**src/rtl/game_sequencer.sv**
```systemverilog
// game_sequencer: phase controller for the shooting game core.
// Debounces start_btn, derives frame ticks from vsync, and sequences
// ATTRACT -> PLAY -> HIT/OVER while tracking lives and score.
// Optional build macro: SEQ_PAUSE_EN (start_press toggles PLAY <-> PAUSE).
module game_sequencer #(
  parameter int unsigned LIVES           = 3,
  parameter int unsigned SCORE_W         = 16,
  parameter int unsigned DEBOUNCE_CYCLES = 1000,
  parameter int unsigned HIT_FRAMES      = 60,
  parameter int unsigned OVER_FRAMES     = 180
) (
  input  logic               clk,
  input  logic               rst,
  input  logic               start_btn,
  input  logic               vsync,
  input  logic               hit_player,
  input  logic               hit_enemy,
  output logic [1:0]         phase,
  output logic               game_en,
  output logic               clear_field,
  output logic [2:0]         lives,
  output logic [SCORE_W-1:0] score,
  output logic               game_over
);

  localparam int unsigned FRAME_MAX = (HIT_FRAMES > OVER_FRAMES) ? HIT_FRAMES : OVER_FRAMES;
  localparam int unsigned FRAME_W   = $clog2(FRAME_MAX + 1);
  localparam int unsigned DB_W      = $clog2(DEBOUNCE_CYCLES);

  localparam logic [2:0]         LIVES_INIT = 3'(LIVES);
  localparam logic [SCORE_W-1:0] SCORE_MAX  = {SCORE_W{1'b1}};
  localparam logic [FRAME_W-1:0] HIT_LAST   = FRAME_W'(HIT_FRAMES - 1);
  localparam logic [FRAME_W-1:0] OVER_LAST  = FRAME_W'(OVER_FRAMES - 1);
  localparam logic [DB_W-1:0]    DB_LAST    = DB_W'(DEBOUNCE_CYCLES - 1);

  // Low two bits of the state code are the phase presented on the port.
  typedef enum logic [2:0] {
    ST_ATTRACT = 3'b000,
    ST_PLAY    = 3'b001,
    ST_HIT     = 3'b010,
    ST_OVER    = 3'b011,
    ST_PAUSE   = 3'b110
  } state_t;

  state_t               state_q;
  logic                 sync1_q, sync2_q;
  logic                 deb_q;
  logic [DB_W-1:0]      db_cnt_q;
  logic                 start_press_q;
  logic                 vsync_q;
  logic                 frame_tick_c;
  logic [FRAME_W-1:0]   frame_cnt_q;
  logic                 game_en_q, clear_field_q, game_over_q;
  logic [2:0]           lives_q;
  logic [SCORE_W-1:0]   score_q;

  // Synchronise and debounce start_btn; pulse start_press on accepted press.
  always_ff @(posedge clk or posedge rst) begin
    if (rst) begin
      sync1_q       <= 1'b0;
      sync2_q       <= 1'b0;
      deb_q         <= 1'b0;
      db_cnt_q      <= '0;
      start_press_q <= 1'b0;
    end else begin
      sync1_q       <= start_btn;
      sync2_q       <= sync1_q;
      start_press_q <= 1'b0;
      if (sync2_q == deb_q) begin
        db_cnt_q <= '0;
      end else if (db_cnt_q == DB_LAST) begin
        deb_q         <= sync2_q;
        db_cnt_q      <= '0;
        start_press_q <= sync2_q;
      end else begin
        db_cnt_q <= db_cnt_q + DB_W'(1);
      end
    end
  end

  // vsync delay register; tick marks the end of the active-low sync pulse.
  always_ff @(posedge clk or posedge rst) begin
    if (rst) vsync_q <= 1'b1;
    else     vsync_q <= vsync;
  end

  assign frame_tick_c = vsync & ~vsync_q;

  // Phase sequencer with registered engine controls, lives and score.
  always_ff @(posedge clk or posedge rst) begin
    if (rst) begin
      state_q       <= ST_ATTRACT;
      game_en_q     <= 1'b0;
      clear_field_q <= 1'b0;
      game_over_q   <= 1'b0;
      lives_q       <= LIVES_INIT;
      score_q       <= '0;
      frame_cnt_q   <= '0;
    end else begin
      clear_field_q <= 1'b0;
      case (state_q)
        ST_ATTRACT: begin
          if (start_press_q) begin
            state_q       <= ST_PLAY;
            game_en_q     <= 1'b1;
            clear_field_q <= 1'b1;
            lives_q       <= LIVES_INIT;
            score_q       <= '0;
          end
        end
        ST_PLAY: begin
          if (hit_enemy && (score_q != SCORE_MAX)) score_q <= score_q + SCORE_W'(1);
          if (hit_player) begin
            game_en_q   <= 1'b0;
            frame_cnt_q <= '0;
            if (lives_q > 3'd1) begin
              lives_q <= lives_q - 3'd1;
              state_q <= ST_HIT;
            end else begin
              lives_q     <= 3'd0;
              state_q     <= ST_OVER;
              game_over_q <= 1'b1;
            end
          end
`ifdef SEQ_PAUSE_EN
          else if (start_press_q) begin
            state_q   <= ST_PAUSE;
            game_en_q <= 1'b0;
          end
`endif
        end
        ST_HIT: begin
          if (frame_tick_c) begin
            if (frame_cnt_q == HIT_LAST) begin
              state_q       <= ST_PLAY;
              game_en_q     <= 1'b1;
              clear_field_q <= 1'b1;
              frame_cnt_q   <= '0;
            end else begin
              frame_cnt_q <= frame_cnt_q + FRAME_W'(1);
            end
          end
        end
        ST_OVER: begin
          if (frame_tick_c) begin
            if (frame_cnt_q == OVER_LAST) begin
              state_q     <= ST_ATTRACT;
              game_over_q <= 1'b0;
              frame_cnt_q <= '0;
            end else begin
              frame_cnt_q <= frame_cnt_q + FRAME_W'(1);
            end
          end
        end
`ifdef SEQ_PAUSE_EN
        ST_PAUSE: begin
          if (start_press_q) begin
            state_q   <= ST_PLAY;
            game_en_q <= 1'b1;
          end
        end
`endif
        default: begin
          state_q   <= ST_ATTRACT;
          game_en_q <= 1'b0;
        end
      endcase
    end
  end

  assign phase       = state_q[1:0];
  assign game_en     = game_en_q;
  assign clear_field = clear_field_q;
  assign game_over   = game_over_q;
  assign lives       = lives_q;
  assign score       = score_q;

endmodule

```
**config.mk**
```make
export PLATFORM = sky130hd
export DESIGN_NAME = game_sequencer
export DESIGN_NICKNAME = d
export VERILOG_FILES = /design/src/rtl/game_sequencer.sv
export SDC_FILE = /design/constraint.sdc
export NUM_CORES = 1
export LEC_CHECK = 0
export ABC_CLOCK_PERIOD_IN_PS = 2300
export CAP_MARGIN = 20
export CORE_MARGIN = 2
export CORE_UTILIZATION = 40
export CTS_BUF_LIST = sky130_fd_sc_hd__clkbuf_2 sky130_fd_sc_hd__clkbuf_4 sky130_fd_sc_hd__clkbuf_8
export CTS_CLUSTER_SIZE = 28
export DETAILED_ROUTE_END_ITERATION = 16
export DONT_BUFFER_PORTS = 1
export HOLD_SLACK_MARGIN = 0.05
export PLACE_DENSITY = 0.56
export SKIP_LAST_GASP = 1
export SYNTH_ARGS = -nofsm -noshare
export SYNTH_HDL_FRONTEND = slang
export SYNTH_SLANG_ARGS = --single-unit
```
**constraint.sdc**
```tcl
create_clock -name clk -period 2.3 [get_ports clk]
set_clock_uncertainty 0.05 [all_clocks]
set_input_delay 0.46 -clock clk [delete_from_list [all_inputs] [get_ports clk]]
set_output_delay 0.46 -clock clk [all_outputs]
set_load 0.01 [all_outputs]
```
==> impl_metrics.env, run 1 <==
export IMPL_coreArea_um2=5920
export IMPL_whs_endpoint="vsync_q$_DFF_PP1_"
export IMPL_fmax_mhz=486
export IMPL_clock_sinks=47
export IMPL_post_route_min_period_ns=2.06
export IMPL_antennaDiodeCount=0
export IMPL_met1_usage_pct=22.8
export IMPL_finalHoldViolCount=0
export IMPL_ys_types=53
export IMPL_yosys_warnings=0
export IMPL_synth_nets=259
export IMPL_tightest_slew_ns=0.488
export IMPL_drtIter0Drc=57
export IMPL_hp_start="vsync"
export IMPL_grt_use_met3_pct=4.46
export IMPL_top_usage_layer="met2"
export IMPL_clockBufferDepth=2
export IMPL_die_area_um2=6790
export IMPL_status="finished, final reports clean"
export IMPL_cts_buffers=5
export IMPL_maxCapViolCount=0
export IMPL_fill_cells=566
export IMPL_ctsResizeCount=0
export IMPL_grt_use_met2_pct=25.9
export IMPL_ys_ff_latch=47
export IMPL_holdCritPathClass="in -> reg"
export IMPL_grt_pass1_vias=1777
export IMPL_drive_above_1_share_pct=16.7
export IMPL_synth_top_cells_by_count="44 x dfrtp_1, 23 x nor2_1, 22 x nand2_1, 15 x nand3_1, 15 x o21ai_0"
export IMPL_wl_per_cell_um=15.8
export IMPL_antenna_found_initial=0
export IMPL_placed_cell_area_um2=2610
export IMPL_crit_fanout=8
export IMPL_syn_to_final_growth_pct=10.5
export IMPL_synth_edf_count=0
export IMPL_ff2ff_path_depth=7
export IMPL_portBuffers=0
export IMPL_swShare_pct=21.0
export IMPL_track_usage_pct=16.9
export IMPL_synthTopCellsByArea="dfrtp_1 45%, nor2_1 3.5%, nand2_1 3.4%"
export IMPL_cts_root_buf="clkbuf_8"
export IMPL_grt_max_degree=23
export IMPL_cts_tree="yes"
export IMPL_drc=0
export IMPL_rsz0062_at_grt="false"
export IMPL_grt_overflow_total=0
export IMPL_yosysMostFrequentCell="dfrtp_1"
export IMPL_fin_area_um2=2720
export IMPL_path_class="reg -> reg"
export IMPL_p_comb_share_pct=2.3
export IMPL_fp_row_count=28
export IMPL_setup_tns_final_ns=0
export IMPL_setup_viol=0
export IMPL_seq_power_share_pct=58.6
export IMPL_relSlewSlack_pct=67.5
export IMPL_p_leak_uw=0.00124
export IMPL_multi_input_comb_area_um2=1200
export IMPL_utilization_pct=45.9
export IMPL_crit_path_end_kind="register"
export IMPL_p_per_area_nw_per_um2=526
export IMPL_clk_pin_slew_worst_paths_ns=0.09
export IMPL_drv_slew=0
export IMPL_async_flop_share_pct=100
export IMPL_p_clk_share_pct=39.1
export IMPL_worstPathRequired_ns=2.44
export IMPL_netlist_instances=248
export IMPL_place_hpwl_um=3890
export IMPL_hold_slack_ns=0.109
export IMPL_holdBufCountCts=1
export IMPL_synth_top_cell_area_share_pct=44.8
export IMPL_routed_wl_um=5350
export IMPL_gp_congestion=0.795
export IMPL_vias=1902
export IMPL_switchingPower_uw=299
export IMPL_reg2reg_setup_slack_ns=0.24
export IMPL_synth_ff_type="dfrtp_1"
export IMPL_cts_setup_buffers=0
export IMPL_io_pins=30
export IMPL_p_int_uw=1130
export IMPL_drtAntennaViolNets=0
export IMPL_min_path_cells=0
export IMPL_register_area_um2=1180
export IMPL_insertion_delay_ns=0.30
export IMPL_cp_startpoint="score[0]$_DFFE_PP0P_"
export IMPL_synth_top_cell_by_area="dfrtp_1"
export IMPL_htreeDepth=2
export IMPL_routed_via_density=5.61
export IMPL_grt_pass1_wl_um=8710
export IMPL_firstDrtPassIters=4
export IMPL_initial_utilization_pct=41.5
export IMPL_die_height_um=82.4
export IMPL_crit_path_start_kind="register"
export IMPL_critical_path_arrival_ns=2.19
export IMPL_ir_worst_vdd_v=0.000243
export IMPL_fin_crit_sh_pct=89.4
export IMPL_final_nets=274
export IMPL_die_width_um=82.4
export IMPL_syn_area_per_cell_um2=9.92
export IMPL_ys_seq_area_share_pct=48.0
export IMPL_synth_cell_area_um2=2460
export IMPL_timing_rr_end="score[4]$_DFFE_PP0P_"
export IMPL_r2r_start="score[0]$_DFFE_PP0P_"
==> registers in the layout (all words and copies together) (netlist names) <==
signal and count:
score 16, game_en 1, clear_field 1, sync2_q 1, db_cnt_q 10, start_press_q 1
state_q 2, vsync_q 1, deb_q 1, frame_cnt_q 8, lives 3, sync1_q 1
game_over 1
==> final cells by class <==
cell class	count	area share, %
repair buffers	14	3.96
clock buffers	8	3.82
flip-flops and latches	47	43.4
inverters	8	1.10
well taps	75	3.45
multi-input cells	187	44.3
==> metal layers <==
metal,part of all wire (%),wire [um]
met4,0.82,44
met5,0,0
met3,6.0,322
met1,46,2480
met2,47,2510
==> metrics by stage <==
stage | setup slack [ns] | instances | total power (uW)
floorplan | 0.488 | 248 | 875
global placement | 0.314 | 330 | 886
detailed placement | 0.269 | 330 | 888
CTS | 0.241 | 339 | 1460
global route | 0.0632 | 339 | 1500
finish | 0.244 | 339 | 1430
==> cells by family after synthesis <==
kind of cell             after synthesis  synth area share [%]
AND/OR/NAND/NOR                      107                  23.3
AO/OA/AOI/OAI                         62                  18.2
flip-flops                            47                  48.0
buffers and inverters                 14                  3.10
XOR/XNOR                              11                  3.92
adder cells (fa/ha/maj)                5                  2.54
multiplexers                           2                 0.915
==> power by group through the flow <==
stage	logic (uW)	clock network [uW]	registers (uW)
final	33.0	558	837
after global routing	39.7	625	839
after CTS	35.5	584	838
after detailed placement	34.0	0	854
after global placement	33.0	0	853
after floorplan	22.4	0	853
==> worst max-delay path by stage <==
stage | to | slack (ns) | depth (start not counted)
after floorplan | score[4]$_DFFE_PP0P_ | 0.49 | 7
after global placement | score[5]$_DFFE_PP0P_ | 0.31 | 6
after detailed placement | score[5]$_DFFE_PP0P_ | 0.27 | 6
after CTS | score[5]$_DFFE_PP0P_ | 0.24 | 6
after global routing | score[5]$_DFFE_PP0P_ | 0.06 | 6
final | score[4]$_DFFE_PP0P_ | 0.24 | 7
==> critical path: stages, from the launching register on <==
cell and delay (ns):
dfrtp_1 0.47, ha_1 0.28, nand3_1 0.16, nor2_4 0.23
a31oi_4 0.16, buf_4 0.20, and3_1 0.16, a211o_1 0.22
==> cells in the final DEF, fill, tap and decap left out, drive strengths merged, types with 3 or more instances in the layout <==
| master | instances |
|---|---|
| a211o | 5 |
| a21oi | 8 |
| a22o | 5 |
| a22oi | 3 |
| a31oi | 8 |
| and3 | 11 |
| buf | 13 |
| clkbuf | 8 |
| dfrtp | 44 |
| dfstp | 3 |
| ha | 5 |
| inv | 8 |
| nand2 | 23 |
| nand2b | 4 |
| nand3 | 15 |
| nand3b | 3 |
| nand4 | 4 |
| nor2 | 24 |
| nor2b | 4 |
| nor3 | 9 |
| o21ai | 16 |
| o31ai | 4 |
| xnor2 | 8 |
| xor2 | 3 |
(Power assumes the default switching activity.)
==> run 2: changes to the inputs <==
- CTS_BUF_LIST: sky130_fd_sc_hd__clkbuf_2 sky130_fd_sc_hd__clkbuf_4 sky130_fd_sc_hd__clkbuf_8 -> sky130_fd_sc_hd__clkbuf_16
- GPL_ROUTABILITY_DRIVEN: unset -> 0
==> run 2 against run 1 <==
Global-route usage fell by 0.058 points; clock power increased by 22%; register-to-register slack about the same; critical endpoint unchanged; largest cell class unchanged; clock-buffer cell count shrank 3; critical path type unchanged.
==> impl_metrics.env, run 2 (synthesis results as in run 1) <==
export IMPL_ir_worst_vdd_v=0.000257
export IMPL_die_area_um2=6790
export IMPL_crit_buf_inv=1
export IMPL_dp_cells=330
export IMPL_p_per_area_nw_per_um2=567
export IMPL_drtAntennaViolNets=0
export IMPL_htreeDepth=2
export IMPL_die_height_um=82.4
export IMPL_holdCritPathClass="in -> async"
export IMPL_mostFrequentLayoutCells="44 x dfrtp_1, 23 x nor2_1, 22 x nand2_1"
export IMPL_worstPathCellList="ha_1, nand3_1, nor2_4, a31oi_4, buf_4, and3_1, a211o_1"
export IMPL_final_common_cell="dfrtp_1"
export IMPL_maxCapViolCount=0
export IMPL_routed_wl_um=5390
export IMPL_holdBufCountCts=0
export IMPL_grt_pass1_wl_um=8740
export IMPL_syn_to_final_growth_pct=11.4
export IMPL_crit_path_start_kind="register"
export IMPL_insertion_delay_ns=0.28
export IMPL_coreArea_um2=5920
export IMPL_cts_tree="yes"
export IMPL_portBuffers=0
export IMPL_final_nets=273
export IMPL_drv_slew=0
export IMPL_cpLargestDelayFamily="simple AND/OR/NAND/NOR gates"
export IMPL_antenna_found_initial=0
export IMPL_critical_path_arrival_ns=2.17
export IMPL_grt_max_degree=23
export IMPL_routed_via_density=5.65
export IMPL_firstDrtPassIters=4
export IMPL_fp_row_count=28
export IMPL_fmax_mhz=487
export IMPL_relSlewSlack_pct=66.9
export IMPL_rsz0062_at_grt="false"
export IMPL_ctsResizeCount=0
export IMPL_wl_per_cell_um=15.9
export IMPL_clock_sinks=47
export IMPL_p_leak_uw=0.00125
export IMPL_fin_cells=338
export IMPL_cts_setup_buffers=0
export IMPL_drive_above_1_share_pct=15.6
export IMPL_post_route_min_period_ns=2.05
export IMPL_multi_input_comb_area_um2=1200
export IMPL_grt_overflow_total=0
export IMPL_place_hpwl_um=3890
export IMPL_fin_crit_sh_pct=89.3
export IMPL_crit_fanout=8
export IMPL_vias=1911
export IMPL_register_area_um2=1180
export IMPL_cpMaxStageDelayCell="dfrtp_1"
export IMPL_cts_root_buf="clkbuf_16"
export IMPL_drc=0
export IMPL_antennaDiodeCount=0
export IMPL_drtIter0Drc=103
export IMPL_crit_path_end_kind="register"
export IMPL_max_stage_delay_ns=0.46
export IMPL_clockBufferDepth=2
export IMPL_largest_reg_flops=16
export IMPL_fill_cells=563
export IMPL_track_usage_pct=16.8
export IMPL_clk_pin_slew_worst_paths_ns=0.06
export IMPL_finalHoldViolCount=0
export IMPL_path_class="reg -> reg"
export IMPL_status="finished, final reports clean"
export IMPL_tightest_slew_ns=0.496
export IMPL_die_width_um=82.4
export IMPL_worstPathRequired_ns=2.42
export IMPL_cts_buffers=5
export IMPL_setup_tns_final_ns=0
export IMPL_initial_utilization_pct=41.5
export IMPL_io_pins=30
export IMPL_grt_pass1_vias=1803
export IMPL_setup_viol=0
run 2: cell types whose count changed in the layout (fill, tap and decap cells not counted), sizes merged:
| cell | before | now |
|---|---|---|
| clkinv | 0 | 2 |
| inv | 8 | 9 |
| dlygate4sd3 | 1 | 0 |
| clkbuf | 8 | 5 |
run 2: cell type report:
| cell class | instances | area share [%] |
|---|---|---|
| multi-input cells | 187 | 43.9 |
| repair buffers | 13 | 3.56 |
| inverters | 8 | 1.10 |
| well taps | 75 | 3.42 |
| clock inverters | 3 | 0.411 |
| clock buffers | 5 | 4.56 |
| flip-flops and latches | 47 | 43.0 |
run 2: final timing paths:
path / from / to / slack, ns / cells after the start
worst max-delay path: score[0]$_DFFE_PP0P_ / score[4]$_DFFE_PP0P_ / 0.25 / 7
min in group clk: vsync / vsync_q$_DFF_PP1_ / 0.12 / 0
worst min register to register: sync1_q$_DFF_PP0_ / sync2_q$_DFF_PP0_ / 0.30 / 0
worst min-delay path: rst / score[13]$_DFFE_PP0P_ / 0.03 / 1
max in group asynchronous: rst / vsync_q$_DFF_PP1_ / 1.49 / 2
worst max register to register: score[0]$_DFFE_PP0P_ / score[4]$_DFFE_PP0P_ / 0.25 / 7
run 2: stage by stage:
| step | instance area, um^2 | hold WS (ns) | total power (uW) | utilization (%) | worst slack, ns |
|---|---|---|---|---|---|
| after floorplan | 2460 | 0.281 | 875 | - | 0.488 |
| after global routing | 2740 | 0.0735 | 1620 | 46.3 | 0.0704 |
| after detailed placement | 2610 | 0.286 | 888 | 44.0 | 0.269 |
| after CTS | 2740 | 0.0524 | 1580 | 46.3 | 0.246 |
| final | 2740 | 0.0304 | 1550 | 46.3 | 0.247 |
| after global placement | 2610 | 0.285 | 886 | 44.0 | 0.314 |
run 2: power breakdown:
group,switching (uW),internal (uW),total [uW],leakage (uW)
registers,4.22,834,839,0.000618
logic,23.3,8.43,31.8,0.000561
clock network,292,392,683,0.0000701
run 2: layer usage:
| metal | GRT usage [%] | vias to the layer above | routed length [um] |
|---|---|---|---|
| li1 | - | 934 | - |
| met1 | 22.7 | 923 | 2460 |
| met2 | 26.3 | 48 | 2530 |
| met3 | 4.78 | 6 | 338 |
| met4 | 5.00 | 0 | 51 |
| met5 | 0 | - | 0 |
run 2: worst register-to-register path: stages, from the launching register on:
cell	delay, ns
dfrtp_1	0.46
ha_1	0.28
nand3_1	0.16
nor2_4	0.23
a31oi_4	0.16
buf_4	0.20
and3_1	0.16
a211o_1	0.22
==> run 3: changes to the inputs <==
- CELL_PAD_IN_SITES_DETAIL_PLACEMENT: unset -> 1
- CELL_PAD_IN_SITES_GLOBAL_PLACEMENT: unset -> 1
- CORE_MARGIN: 2 -> unset
- PLACE_DENSITY: 0.56 -> 0.68
==> run 3 against run 2 <==
Clock power shrank 1%; highest routed layer unchanged; utilization decreased by 0.25 points; worst setup slack got worse by 0.086 ns; sequential share of layout area up 0.24 points; final area down 0.55%; die area shrank 4.8%; combinational power down 5%; first-iteration DRC count grew 18%; largest power group unchanged; worst hold slack better by 0.098 ns; total power shrank 0.69%; sequential power about the same; non-clock buffer count decreased by 2.
==> impl_metrics.env, run 3 (synthesis results as in run 1) <==
export IMPL_status="finished, final reports clean"
export IMPL_pre_cts_slack_ns=0.154
export IMPL_portBuffers=0
export IMPL_initial_utilization_pct=41.5
export IMPL_fin_crit_sh_pct=93.0
export IMPL_utilization_pct=46.0
export IMPL_drc=0
export IMPL_cts_setup_buffers=0
export IMPL_clockBufferDepth=2
export IMPL_post_route_min_period_ns=2.14
export IMPL_crit_fanout=10
export IMPL_grt_pass1_vias=2056
export IMPL_timing_rr_end="score[9]$_DFFE_PP0P_"
export IMPL_path_class="reg -> reg"
export IMPL_die_width_um=80.4
export IMPL_holdCritPathClass="in -> reg"
export IMPL_r2r_start="score[0]$_DFFE_PP0P_"
export IMPL_p_clk_share_pct=43.7
export IMPL_finalHoldViolCount=0
export IMPL_grt_pass1_wl_um=9930
export IMPL_cts_buffers=5
export IMPL_whs_endpoint="vsync_q$_DFF_PP1_"
export IMPL_die_height_um=80.4
export IMPL_min_path_cells=0
export IMPL_p_int_uw=1230
export IMPL_maxCapViolCount=0
export IMPL_mostFrequentLayoutCells="44 x dfrtp_1, 22 x nand2_1, 22 x nor2_1"
export IMPL_p_leak_uw=0.00124
export IMPL_p_per_area_nw_per_um2=566
export IMPL_syn_to_final_growth_pct=10.8
export IMPL_wl_per_cell_um=17.9
export IMPL_p_comb_share_pct=2.0
export IMPL_drv_slew=0
export IMPL_rsz0062_at_grt="false"
export IMPL_worstPathRequired_ns=2.42
export IMPL_relSlewSlack_pct=59.8
export IMPL_final_common_cell="dfrtp_1"
export IMPL_switchingPower_uw=310
export IMPL_setup_tns_final_ns=0
export IMPL_fp_row_count=28
export IMPL_routed_via_density=5.85
export IMPL_cts_root_buf="clkbuf_16"
export IMPL_seq_power_share_pct=54.4
export IMPL_crit_path_end_kind="register"
export IMPL_grt_overflow_total=0
export IMPL_insertion_delay_ns=0.28
export IMPL_swShare_pct=20.1
export IMPL_vias=1959
export IMPL_ir_worst_vdd_v=0.000322
export IMPL_crit_path_start_kind="register"
export IMPL_routed_wl_um=5990
export IMPL_setup_viol=0
export IMPL_clock_sinks=47
export IMPL_grt_max_degree=48
export IMPL_firstDrtPassIters=4
export IMPL_setup_ws_ns=0.161
export IMPL_die_area_um2=6470
export IMPL_largest_reg_flops=16
export IMPL_hp_start="vsync"
export IMPL_place_hpwl_um=4270
export IMPL_track_usage_pct=20.0
export IMPL_antenna_found_initial=0
export IMPL_coreArea_um2=5920
export IMPL_drtAntennaViolNets=0
export IMPL_final_nets=271
export IMPL_cts_tree="yes"
export IMPL_ff2ff_path_depth=7
export IMPL_htreeDepth=2
export IMPL_antennaDiodeCount=0
export IMPL_reg2reg_setup_slack_ns=0.16
export IMPL_tightest_slew_ns=0.603
export IMPL_clk_pin_slew_worst_paths_ns=0.06
export IMPL_drive_above_1_share_pct=15.8
export IMPL_io_pins=30
export IMPL_critical_path_arrival_ns=2.26
export IMPL_drtIter0Drc=122
export IMPL_fmax_mhz=468
==> run 3: final cells by class <==
class                   count  area, um^2
inverters                   8        30.0
clock buffers               5         125
repair buffers             11        82.6
flip-flops and latches     47        1180
fillers                   684        3190
multi-input cells         187        1210
clock inverters             2        8.76
well taps                  75        93.8
==> run 3: repair_timing <==
| action | in CTS | in global routing |
|---|---|---|
| hold buffers | 0 | 0 |
| resized for setup | 0 | 1 |
| endpoints found under the setup margin | 0 | 1 |
| hold endpoints to repair | 0 | 0 |
==> run 3: worst max-delay path, stage by stage (launching register included) <==
cell and delay [ns]:
dfrtp_1 0.47, ha_1 0.30, nand3_1 0.18, nor2_4 0.25, a31oi_4 0.18, buf_4 0.20, and3_2 0.18, a211o_1 0.22
==> run 3: how the worst max path moves through the flow <==
stage,startpoint,to,slack [ns],cells after the start
3_3_place_gp,score[0]$_DFFE_PP0P_,score[9]$_DFFE_PP0P_,0.28,7
3_5_place_dp,score[0]$_DFFE_PP0P_,score[5]$_DFFE_PP0P_,0.15,6
2_1_floorplan,score[0]$_DFFE_PP0P_,score[4]$_DFFE_PP0P_,0.49,7
6_report,score[0]$_DFFE_PP0P_,score[9]$_DFFE_PP0P_,0.16,7
4_1_cts,score[0]$_DFFE_PP0P_,score[5]$_DFFE_PP0P_,0.14,6
5_1_grt,score[0]$_DFFE_PP0P_,score[9]$_DFFE_PP0P_,0.04,7
==> run 3: layer usage <==
layer | vias to the layer above | global-route usage, % | wire length (um)
met5 | - | 0 | 0
li1 | 926 | - | -
met4 | 0 | 5.89 | 77
met1 | 982 | 25.5 | 2700
met3 | 8 | 4.66 | 231
met2 | 43 | 33.3 | 2990
==> run 3: power groups by stage <==
stage	registers, uW	logic, uW	clock network, uW
2_1_floorplan	853	22.4	0
3_3_place_gp	854	31.4	0
3_5_place_dp	854	32.1	0
4_1_cts	839	32.6	703
5_1_grt	839	35.8	731
6_report	839	30.1	674
==> run 3: per-stage QoR <==
stage	power (uW)	cell area, um^2	instances	hold WS, ns
final	1540	2730	335	0.129
after global placement	885	2590	328	0.287
after global routing	1610	2730	335	0.113
after detailed placement	886	2590	328	0.286
after floorplan	875	2460	248	0.281
after CTS	1570	2720	335	0.118
